==> src/rtl/ram_ctrl_pkg.sv <==
// ram_ctrl_pkg: FSM/owner types and the byte-merge helper shared by ram_ctrl and its arbiter
package ram_ctrl_pkg;
    typedef enum logic [1:0] {IDLE, RD, RESP} state_t;
    typedef enum logic {OWN_I, OWN_D} owner_t;
    localparam int MAX_SW = 32;
    localparam int MAX_W = MAX_SW * 8;
    // Bytes at or beyond sw are left as the old word; callers truncate to their own width.
    function automatic logic [MAX_W-1:0] merge_bytes(
        input logic [MAX_W-1:0]  old_word,
        input logic [MAX_W-1:0]  new_word,
        input logic [MAX_SW-1:0] sel,
        input int                sw
    );
        logic [MAX_W-1:0] r;
        r = old_word;
        for (int k = 0; k < MAX_SW; k++)
            if (k < sw && sel[k]) r[k*8 +: 8] = new_word[k*8 +: 8];
        return r;
    endfunction
endpackage

==> src/rtl/ram_ctrl_rr_arbiter2.sv <==
// rr_arbiter2: two-way round-robin grant; on a tie the port that did not own last wins
module rr_arbiter2
    import ram_ctrl_pkg::*;
(
    input  logic       req_i,
    input  logic       req_d,
    input  owner_t     last,
    output logic [1:0] gnt
);
    always_comb gnt = (req_i && req_d) ? ((last == OWN_D) ? 2'b01 : 2'b10) : {req_d, req_i};
endmodule

==> src/rtl/ram_ctrl.sv <==
// ram_ctrl: arbitrates an instruction and a data port onto one RAM, with every data write done as read-modify-write
module ram_ctrl
    import ram_ctrl_pkg::*;
#(
    parameter  int RAM_WORDS_SIZE  = 256,
    parameter  int RAM_WORDS_WIDTH = 32,
    localparam int AW = $clog2(RAM_WORDS_SIZE),
    localparam int SW = RAM_WORDS_WIDTH / 8
)(
    input  logic                       clk_i,
    input  logic                       rst_n_i,
    input  logic                       i_req_i,
    input  logic [AW-1:0]              i_addr_i,
    output logic                       i_ack_o,
    output logic [RAM_WORDS_WIDTH-1:0] i_data_o,
    input  logic                       d_req_i,
    input  logic                       d_we_i,
    input  logic [SW-1:0]              d_sel_i,
    input  logic [AW-1:0]              d_addr_i,
    input  logic [RAM_WORDS_WIDTH-1:0] d_data_i,
    output logic                       d_ack_o,
    output logic [RAM_WORDS_WIDTH-1:0] d_data_o,
    output logic                       ram_we_o,
    output logic [AW-1:0]              ram_w_addr_o,
    output logic [AW-1:0]              ram_r_addr_o,
    output logic [RAM_WORDS_WIDTH-1:0] ram_data_o,
    input  logic [RAM_WORDS_WIDTH-1:0] ram_data_i
);
    state_t                     state;
    owner_t                     owner;
    owner_t                     last;
    logic [AW-1:0]              addr_q;
    logic                       we_q;
    logic [SW-1:0]              sel_q;
    logic [RAM_WORDS_WIDTH-1:0] wdata_q;
    logic [1:0]                 gnt;
    logic                       resp;
    logic [RAM_WORDS_WIDTH-1:0] merged;

    rr_arbiter2 u_arb (
        .req_i (i_req_i),
        .req_d (d_req_i),
        .last  (last),
        .gnt   (gnt)
    );

    always_ff @(posedge clk_i or negedge rst_n_i) begin
        if (!rst_n_i) begin
            state   <= IDLE;
            owner   <= OWN_I;
            last    <= OWN_D;
            addr_q  <= '0;
            we_q    <= 1'b0;
            sel_q   <= '0;
            wdata_q <= '0;
        end else begin
            case (state)
                IDLE: if (|gnt) begin
                    owner   <= gnt[1] ? OWN_D : OWN_I;
                    last    <= gnt[1] ? OWN_D : OWN_I;
                    addr_q  <= gnt[1] ? d_addr_i : i_addr_i;
                    we_q    <= gnt[1] & d_we_i;
                    sel_q   <= gnt[1] ? d_sel_i : '0;
                    wdata_q <= gnt[1] ? d_data_i : '0;
                    state   <= RD;
                end
                RD:      state <= RESP;
                default: state <= IDLE;
            endcase
        end
    end

    // Everything below depends only on registered state, never on live requests.
    always_comb begin
        resp         = state == RESP;
        i_ack_o      = resp && owner == OWN_I;
        d_ack_o      = resp && owner == OWN_D;
        ram_we_o     = resp && we_q;
        ram_r_addr_o = addr_q;
        ram_w_addr_o = addr_q;
        i_data_o     = i_ack_o ? ram_data_i : '0;
        d_data_o     = d_ack_o ? ram_data_i : '0;
        merged       = RAM_WORDS_WIDTH'(merge_bytes(MAX_W'(ram_data_i), MAX_W'(wdata_q), MAX_SW'(sel_q), SW));
        ram_data_o   = ram_we_o ? merged : '0;
    end
endmodule
==> config.mk <==
export PLATFORM = sky130hd
export DESIGN_NAME = ram_ctrl
export DESIGN_NICKNAME = d
export VERILOG_FILES = /design/src/rtl/ram_ctrl_pkg.sv /design/src/rtl/ram_ctrl_rr_arbiter2.sv /design/src/rtl/ram_ctrl.sv
export SDC_FILE = /design/constraint.sdc
export NUM_CORES = 1
export LEC_CHECK = 0
export ABC_AREA = 1
export CORE_MARGIN = 2
export CORE_UTILIZATION = 36
export DETAILED_ROUTE_END_ITERATION = 10
export HOLD_SLACK_MARGIN = 0.06
export PLACE_DENSITY = 0.82
export RECOVER_POWER = 50
export SLEW_MARGIN = 40
export SYNTH_ARGS = -nofsm -noshare
export SYNTH_HDL_FRONTEND = slang
export SYNTH_HIERARCHICAL = 1
export SYNTH_SLANG_ARGS = --single-unit
export TNS_END_PERCENT = 1
==> constraint.sdc <==
create_clock -name clk_i -period 1.75 [get_ports clk_i]
set_input_delay 0.2625 -clock clk_i [delete_from_list [all_inputs] [get_ports clk_i]]
set_output_delay 0.2625 -clock clk_i [all_outputs]
set_load 0.02 [all_outputs]
## Yosys cells after proc, flatten, opt, wreduce, memory -nomap -nowiden

Cells that the tools add are included.

| storage, ports and cells | value |
|---|---|
| register bits after elaboration | 49 |
| input bits | 89 |
| word-level logic and storage cells | 34 |

| cells by class | value |
|---|---|
| eq/ne operators | 3 |
| mux-type cells | 15 |
| bitwise operators | 2 |
| reduce and logical (&&, ||, !) cells | 7 |

Operator list:

| kind | number |
|---|---|
| $mux 32 | 4 |
| $mux 8 | 5 |
| $mux 2 | 3 |
| $logic_and 1x1->1 | 4 |
| $mux 4 | 1 |
| $pmux 2 s2 | 1 |
| $eq 2x1->1 const B | 1 |
| $eq 2x2->1 const B | 1 |
| $logic_not 2->1 | 1 |
| $ne 2x2->1 const B | 1 |
| $reduce_and 2->1 | 1 |
| $reduce_or 2->1 | 1 |
| $and 1x1->1 | 1 |
| $mux 1 | 1 |
| $not 1->1 | 1 |

## Longest topological paths before layout

Gate-level depths: netlist of run 1.

| depth | value |
|---|---|
| word-level depth | 5 |
| depth in mapped cells | 10 |
| depth with buffers taken out | 8 |

## Cells and area by module

Netlist of run 1, hierarchy kept.

By module, submodules not included:

| module | instances | cells each | area an instance (um^2) | seq. area each (um^2) |
|---|---|---|---|---|
| ram_ctrl | 1 | 461 | 2915.3 | 1227.4 |
| rr_arbiter2 | 1 | 5 | 21.3 | 0.0 |

## Worst setup path after synthesis of run 1

No wires, ideal clock.

| timing path | value |
|---|---|
| path kind | flip-flop to output port |
| from | reg state[0] |
| to | out ram_data_o[22] |
| data arrival time | 1.193 ns |
| data required time | 1.487 ns |
| setup slack | 0.294 ns |
| stages on the path, launching flop included | 5 |
| cell sequence | dfrtp_1 -> inv_1 -> nand3_1 -> clkbuf_1 -> a21oi_1 |

| between the ends | value |
|---|---|
| cells in the longest elaborated chain, start to end | 3 |

RTL lines:

| what | line | source |
|---|---|---|
| start, declared | ram_ctrl.sv:29 | `state_t state;` |
| start signal, assigned | ram_ctrl.sv:49 | `state <= IDLE;` |
| start signal, assigned | ram_ctrl.sv:65 | `state <= RD;` |
| start signal, assigned | ram_ctrl.sv:67 | `RD: state <= RESP;` |
| $eq 2x2->1 | ram_ctrl.sv:75 | `resp = state == RESP;` |
| $logic_and 1x1->1 | ram_ctrl.sv:78 | `ram_we_o = resp && we_q;` |
| $mux 32 | ram_ctrl.sv:84 | `ram_data_o = ram_we_o ? merged : '0;` |
| end, declared | ram_ctrl.sv:26 | `output logic [RAM_WORDS_WIDTH-1:0] ram_data_o,` |

No other way between the ends.

## Worst setup path after layout of run 1

| timing path | value |
|---|---|
| from | reg state[0] |
| to | out i_data_o[24] |

| between the ends | value |
|---|---|
| cells in the longest elaborated chain, start to end | 3 |

RTL lines:

| what | line | source |
|---|---|---|
| $eq 2x2->1 | ram_ctrl.sv:75 |  |
| $logic_and 1x1->1 | ram_ctrl.sv:76 | `i_ack_o = resp && owner == OWN_I;` |
| $mux 32 | ram_ctrl.sv:81 | `i_data_o = i_ack_o ? ram_data_i : '0;` |
| end, declared | ram_ctrl.sv:15 | `output logic [RAM_WORDS_WIDTH-1:0] i_data_o,` |

No other way between the ends.

==> metrics.md, run 1 <==
| Metric | Value |
|---|---|
| Hold crit path type | flop to flop |
| GRT Resource Usage Total | 0.2295 |
| Utilization after layout | 0.6431 |
| Share of the synthesized area in the top cell type | 0.4090 |
| CTS buffer count | 5 |
| DRC | 0 |
| Post-Syn Area | 0.002937 mm² |
| TNS Setup | -13.80 ps |
| Clock slew at reported path FFs | 90 ps |
| WL/cell | approximately 14 µm |
| Die Width | between 90 and 100 µm |
| Worst Path Arrival | roughly 1500 ps |
| Initial antenna violation count | 0 |
| Final period util | 1.007 |
| Net Count, Synth | approximately 560 |
| WS Path Type | flop to primary output |
| GRT Residual Overflow | 0 |
| CORE AREA | roughly 0.0078 mm² |
| Rows | 32 |
| WP data required | approximately 1500 ps |
| Initial Utilization | 0.3761 |
| Synthesized flop and latch total | between 40 and 50 |
| Initial detailed-routing violation count | 153 |
| Seq/Total Area, Yosys | 0.4180 |
| Leakage | approximately 0.0028 µW |
| Buffers on Ports | 203 |
| Vias in the first global route | about 3.4k |
| Routed met1 length | around 4000 µm |
| Router iterations before antenna repair | 4 |
| Synth area leader | dfrtp_1 |
| DP Cell Count | roughly 760 |
| Vias per std cell | about 4.7 |
| Detail Route Antenna Nets | 0 |
| Share of layout cells above drive strength 1 | 0.2252 |
| Slew Limit Fails | 0 |
| Final Setup Violations | 2 |
| Mapped Cells | roughly 470 |
| Number of non-filler instances in the completed layout | 768 |
| Total Power | 6407 µW |
| Uppermost layer routed | met4 |
| Die Ht | ~94 µm |
| Mean post-synth cell area | 6.302 µm² |
| Peak supply drop | ~0.84 mV |
| Setup Skew | 3.299 ps |
| Gpl congestion | ~0.79 |
| Clk_lat worst skew | a little under 300 ps |
| Nets | roughly 750 |
| First-pass GRT wire length | about 16,000 µm |
| DR WL met3 | about 850 µm |
| Power Density | ~1300 mW/mm² |
| Die ar. | about 0.009 mm² |
| IO Count | between 200 and 250 |
| Largest cells by area after synthesis | dfrtp_1 41%, nand2_1 25%, nor2_1 8.6%, nand3_1 6.8%, a21oi_1 5.6% |
| CP max FO | 10 |
| Relative slew slack | 0.5389 |
| DP Wirelength | 7849 µm |
| Outcome | complete, but fails checks |
| Ant. Diodes | 0 |
| YS warnings | 6 |
| Synth unique cells | 14 |
| Max Cap Viol | 0 |
| RSZ-0062 raised after global routing | true |
| CTS sink cnt | ~50 |
| Violated checks | setup timing |
| Largest net degree at the start of global routing | 31 |
| CTS Root Cell | clkbuf_8 |
| Largest buffer count on any clock path | 2 |
| Vias post-DR | 3,631 |
| Routed length on met2 | around 5400 µm |
| Htree depth | 2 |
| Setup crit end kind | primary output |
| P&R area growth vs syn | 70.98% |
| Fin crit period | around 1800 ps |
| CTS tree | built |
| Fin. Hold Viols | 0 |
| Worst Setup Slack, final | -12.52 ps |
| Critical Path Source Type | flop |
| Final WL | ~10,000 µm |
| Hold Slack | roughly 480 ps |
| Slew @ Worst Pin | about 690 ps |
| Fmax | around 0.57 GHz |
-- layer usage --
layer,vias up,GRT usage
li1,1805,-
met1,1658,0.2661
met2,150,0.4202
met3,18,0.04896
met4,0,0.07367
met5,-,0
-- timing repair --
action / in CTS / in global routing
pin swaps: 0 / 1
setup endpoints to repair: 99 / 99
buffers inserted: 0 / 1
resized for setup: 365 / 120
gates cloned: 0 / 1
endpoints found under the hold margin: 48 / 0
hold buffers: 1 / 0
-- report_power, final --
group	switching (µW)	internal, µW	total [µW]
registers	314	1620	1940
logic	2170	1460	3640
clock network	366	466	833
-- layout by cell type, fill, tap and decap left out, types with 12 or more instances in the layout --
master	n
nand2_1	196
dfrtp_1	48
nor2_2	12
clkdlybuf4s50_1	103
nor2_1	54
a21oi_1	29
buf_4	66
buf_2	39
nand3_1	39
inv_1	42
-- synth_stat cells --
library cell	count
nand3b_1	1
buf_4	9
inv_1	43
nand2_1	196
a21oi_1	33
inv_2	1
clkbuf_1	15
dfstp_2	1
nor2_1	67
buf_1	1
dfrtp_1	48
nand3_1	40
nor2_2	1
buf_2	10
-- worst max-delay path, cell delays in order, from the launching register on --
cell	delay, ps
dfrtp_1	420
inv_2	90
nand3b_1	100
buf_6	150
clkbuf_16	160
nor2_1	120
buf_4	160
-- area by class of cell --
cell class	instances	area, µm²
fill	748	2786
timing repair buffer	227	1948
multi-input combinational	338	1436
sequential	49	1227
inverter	44	165.2
tap	102	127.6
clock buffer	7	86.33
clock inverter	1	30.03
-- metrics by stage --
| stage | area, µm² | worst slack [ps] |
|---|---|---|
| floorplan | 2937 | 294.5 |
| global placement | 5127 | -115.2 |
| detailed placement | 5127 | -143.0 |
| CTS | 5000 | -56.85 |
| global route | 5021 | -83.66 |
| finish | 5021 | -12.52 |
-- flip-flops by register name, indices dropped and copies added (netlist names) --
signal / cells
last: 1
owner: 1
ram_r_addr_o: 8
sel_q: 4
state: 2
wdata_q: 32
we_q: 1
-- worst paths after layout --
path / slack, ps / to / depth (start not counted) / from
max reg2reg: 160 / wdata_q[21] / 6 / state[1]
max in group asynchronous: 630 / wdata_q[8] / 3 / rst_n_i
min reg2reg: 480 / wdata_q[11] / 2 / wdata_q[11]
min: 480 / wdata_q[11] / 2 / wdata_q[11]
max: -10 / i_data_o[24] / 6 / state[0]
min in group asynchronous: 610 / wdata_q[21] / 3 / rst_n_i
-- logic make-up (layout without fill, tap and decap cells) --
| kind of cell | after synthesis | count (layout) | synth area share |
|---|---|---|---|
| buf+inv | 79 | 279 | 0.1167 |
| compound gates | 33 | 33 | 0.05624 |
| simple gates | 305 | 305 | 0.4090 |
| flops | 49 | 49 | 0.4180 |
(Power assumes the default switching activity.)
==> inputs of run 2 (changes only) <==
Settings changed: SETUP_SLACK_MARGIN from default to 0.3.
==> run 2 against run 1 <==
  * The flow now finishes without violations
  * Fmax increased by 3.5%
  * Wire length up 2.0%
  * Sequential share of layout area shrank 0.82 points
==> metrics.md, run 2 (same netlist as run 1, synthesis figures left out) <==
| Metric | Value |
|---|---|
| WP data required | 1490 ps (about the same) |
| First-pass GRT wire length | 16,540 µm (+2.2%) |
| Crit-path slowest cell | dfrtp_1 |
| Utilization after layout | 0.6655 (+0.02244) |
| CP max FO | 12 (+2) |
| CORE AREA | 0.007807 mm² (unchanged) |
| Most common cell after layout, fill and taps aside | nand2_1 |
| Most flop-heavy register | wdata_q |
| Multi-input gate area | 0.001518 mm² (+5.7%) |
| IO Count | 204 (unchanged) |
| Hold Slack | 477.7 ps (+0.1920 ps) |
| Rows | 32 (unchanged) |
| Initial detailed-routing violation count | 120 (-22%) |
| Peak supply drop | 0.6629 mV (-21%) |
| Leakage | 0.002788 µW (-0.18%) |
| CTS sink cnt | 49 (unchanged) |
| Slew Limit Fails | 0 (unchanged) |
| Final Setup Violations | 0 (-2) |
| Setup crit end kind | primary output |
| Nets | 757 (+0.40%) |
| CTS buffer count | 5 (unchanged) |
| Setup Skew | 2.663 ps (-0.6362 ps) |
| Fmax | 0.5870 GHz (+3.5%) |
| Largest buffer count on any clock path | 2 (unchanged) |
| Initial Utilization | 0.3761 (unchanged) |
| GRT Resource Usage Total | 0.2348 (+0.005262) |
| Die Width | 94.32 µm (unchanged) |
| Max incr delay on CP | 390 ps (-30 ps) |
| Fin. Hold Viols | 0 (unchanged) |
| Die Ht | 94.32 µm (unchanged) |
| DP Wirelength | 7849 µm (unchanged) |
| Area after DPL | 0.005127 mm² (unchanged) |
| Hold crit path type | flop to flop |
| Clock slew at reported path FFs | 90 ps (about the same) |
| Crit path cell chain | inv_2 > nand3b_1 > buf_6 > buf_12 > nor2_1 > buf_4 |
| Vias post-DR | 3,650 (+0.52%) |
| Router iterations before antenna repair | 4 (unchanged) |
| RSZ-0062 raised after global routing | true |
| Htree depth | 2 (unchanged) |
| Slew @ Worst Pin | 700.3 ps (+8.591 ps) |
| Ant. Diodes | 0 (unchanged) |
| Flip-flop count of the largest register after layout | 32 (unchanged) |
| Outcome | finished, final reports clean |
| Clk_lat worst skew | 300 ps (about the same) |
| WL/cell | 13.86 µm (+1.6%) |
| Detail Route Antenna Nets | 0 (unchanged) |
| Power Density | 1250 mW/mm² (-2.1%) |
| Reg area | 0.001227 mm² (unchanged) |
| Most used routing layer | met2 |
| Gpl congestion | 0.7867 (unchanged) |
| Share of layout cells above drive strength 1 | 0.2586 (+0.03337) |
| WS Path Type | flop to primary output |
| Vias per std cell | 4.734 (+0.13%) |
| DRC | 0 (unchanged) |
| CTS tree | built |
| Vias in the first global route | 3,465 (+1.7%) |
| Max Cap Viol | 0 (unchanged) |
| Critical Path Source Type | flop |
| Met1 GRT Util | 0.2697 (+0.003555) |
| Relative slew slack | 0.5331 (-0.005727) |
| Buffers on Ports | 203 (unchanged) |
| Post-route cell area | 0.005196 mm² (+3.5%) |
| GRT Residual Overflow | 0 (unchanged) |
| Fillers | 737 (-1.5%) |
| Worst Path Arrival | 1440 ps (-60 ps) |
| Commonest non-fill, non-tap cells in the layout | 195 x nand2_1, 88 x buf_4, 87 x clkdlybuf4s50_1, 48 x dfrtp_1, 42 x inv_1 |
| Initial antenna violation count | 0 (unchanged) |
| Met2 Track Usage GR | 0.4387 (+0.01845) |
| Largest net degree at the start of global routing | 31 (unchanged) |
| CTS Root Cell | clkbuf_8 |
| Die ar. | 0.008895 mm² (unchanged) |
| Final period util | 0.9735 (-0.03365) |
| Final WL | 10,680 µm (+2.0%) |
| Fin crit period | 1704 ps (-58.89 ps) |
| Met3 Resource Use GR | 0.04815 (-0.0008026) |
| P&R area growth vs syn | 76.95% |
run 2: layout make-up:
cell class / count / share of cell area
tap: 102 / 0.02456
sequential: 49 / 0.2362
inverter: 44 / 0.03178
clock inverter: 1 / 0.005779
clock buffer: 7 / 0.01661
multi-input combinational: 338 / 0.2921
timing repair buffer: 230 / 0.3930
run 2: report_power, final:
part           internal, µW  leakage [µW]  switching [µW]  total, µW
Sequential             1620      0.000622             305       1930
Combinational          1450       0.00211            2280       3730
Clock                   466     0.0000585             371        838
Total                  3540       0.00279            2950       6490
run 2: repair_timing:
| action | 4_1_cts | 5_1_grt |
|---|---|---|
| pin swaps | 0 | 2 |
| hold buffers | 1 | 0 |
| endpoints found under the setup margin | 117 | 162 |
| buffers inserted | 4 | 0 |
| endpoints found under the hold margin | 48 | 0 |
| cloned | 1 | 0 |
| resized for setup | 446 | 139 |
run 2: final timing paths:
kind,start,to,slack [ps],cells after the start
max,state[0],i_data_o[0],50,6
min,wdata_q[11],wdata_q[11],480,2
max reg2reg,state[1],wdata_q[21],140,6
min reg2reg,wdata_q[11],wdata_q[11],480,2
max in group asynchronous,rst_n_i,ram_r_addr_o[3],620,3
min in group asynchronous,rst_n_i,wdata_q[21],610,3
run 2: worst max-delay path: cells and delay by family (launching register included):
kind                   cells  cell delay, ps
buffers and inverters      4             530
DFF                        1             390
and+or+nand+nor            2             220
run 2: metrics by stage:
stage / setup WS, ps / power (µW) / TNS, ps / std cells
floorplan: 294.5 / 4016 / 0 / 466
global placement: -115.2 / 5563 / -4351 / 757
detailed placement: -143.0 / 5667 / -7168 / 757
CTS: 35.24 / 6608 / 0 / 771
global route: -55.74 / 6969 / -1268 / 771
finish: 46.37 / 6493 / 0 / 771
run 2: routing by layer:
metal  up-vias  share of wire
li1       1811              -
met1      1677           0.38
met2       144           0.53
met3        18          0.069
met4         0          0.022
met5         -              0
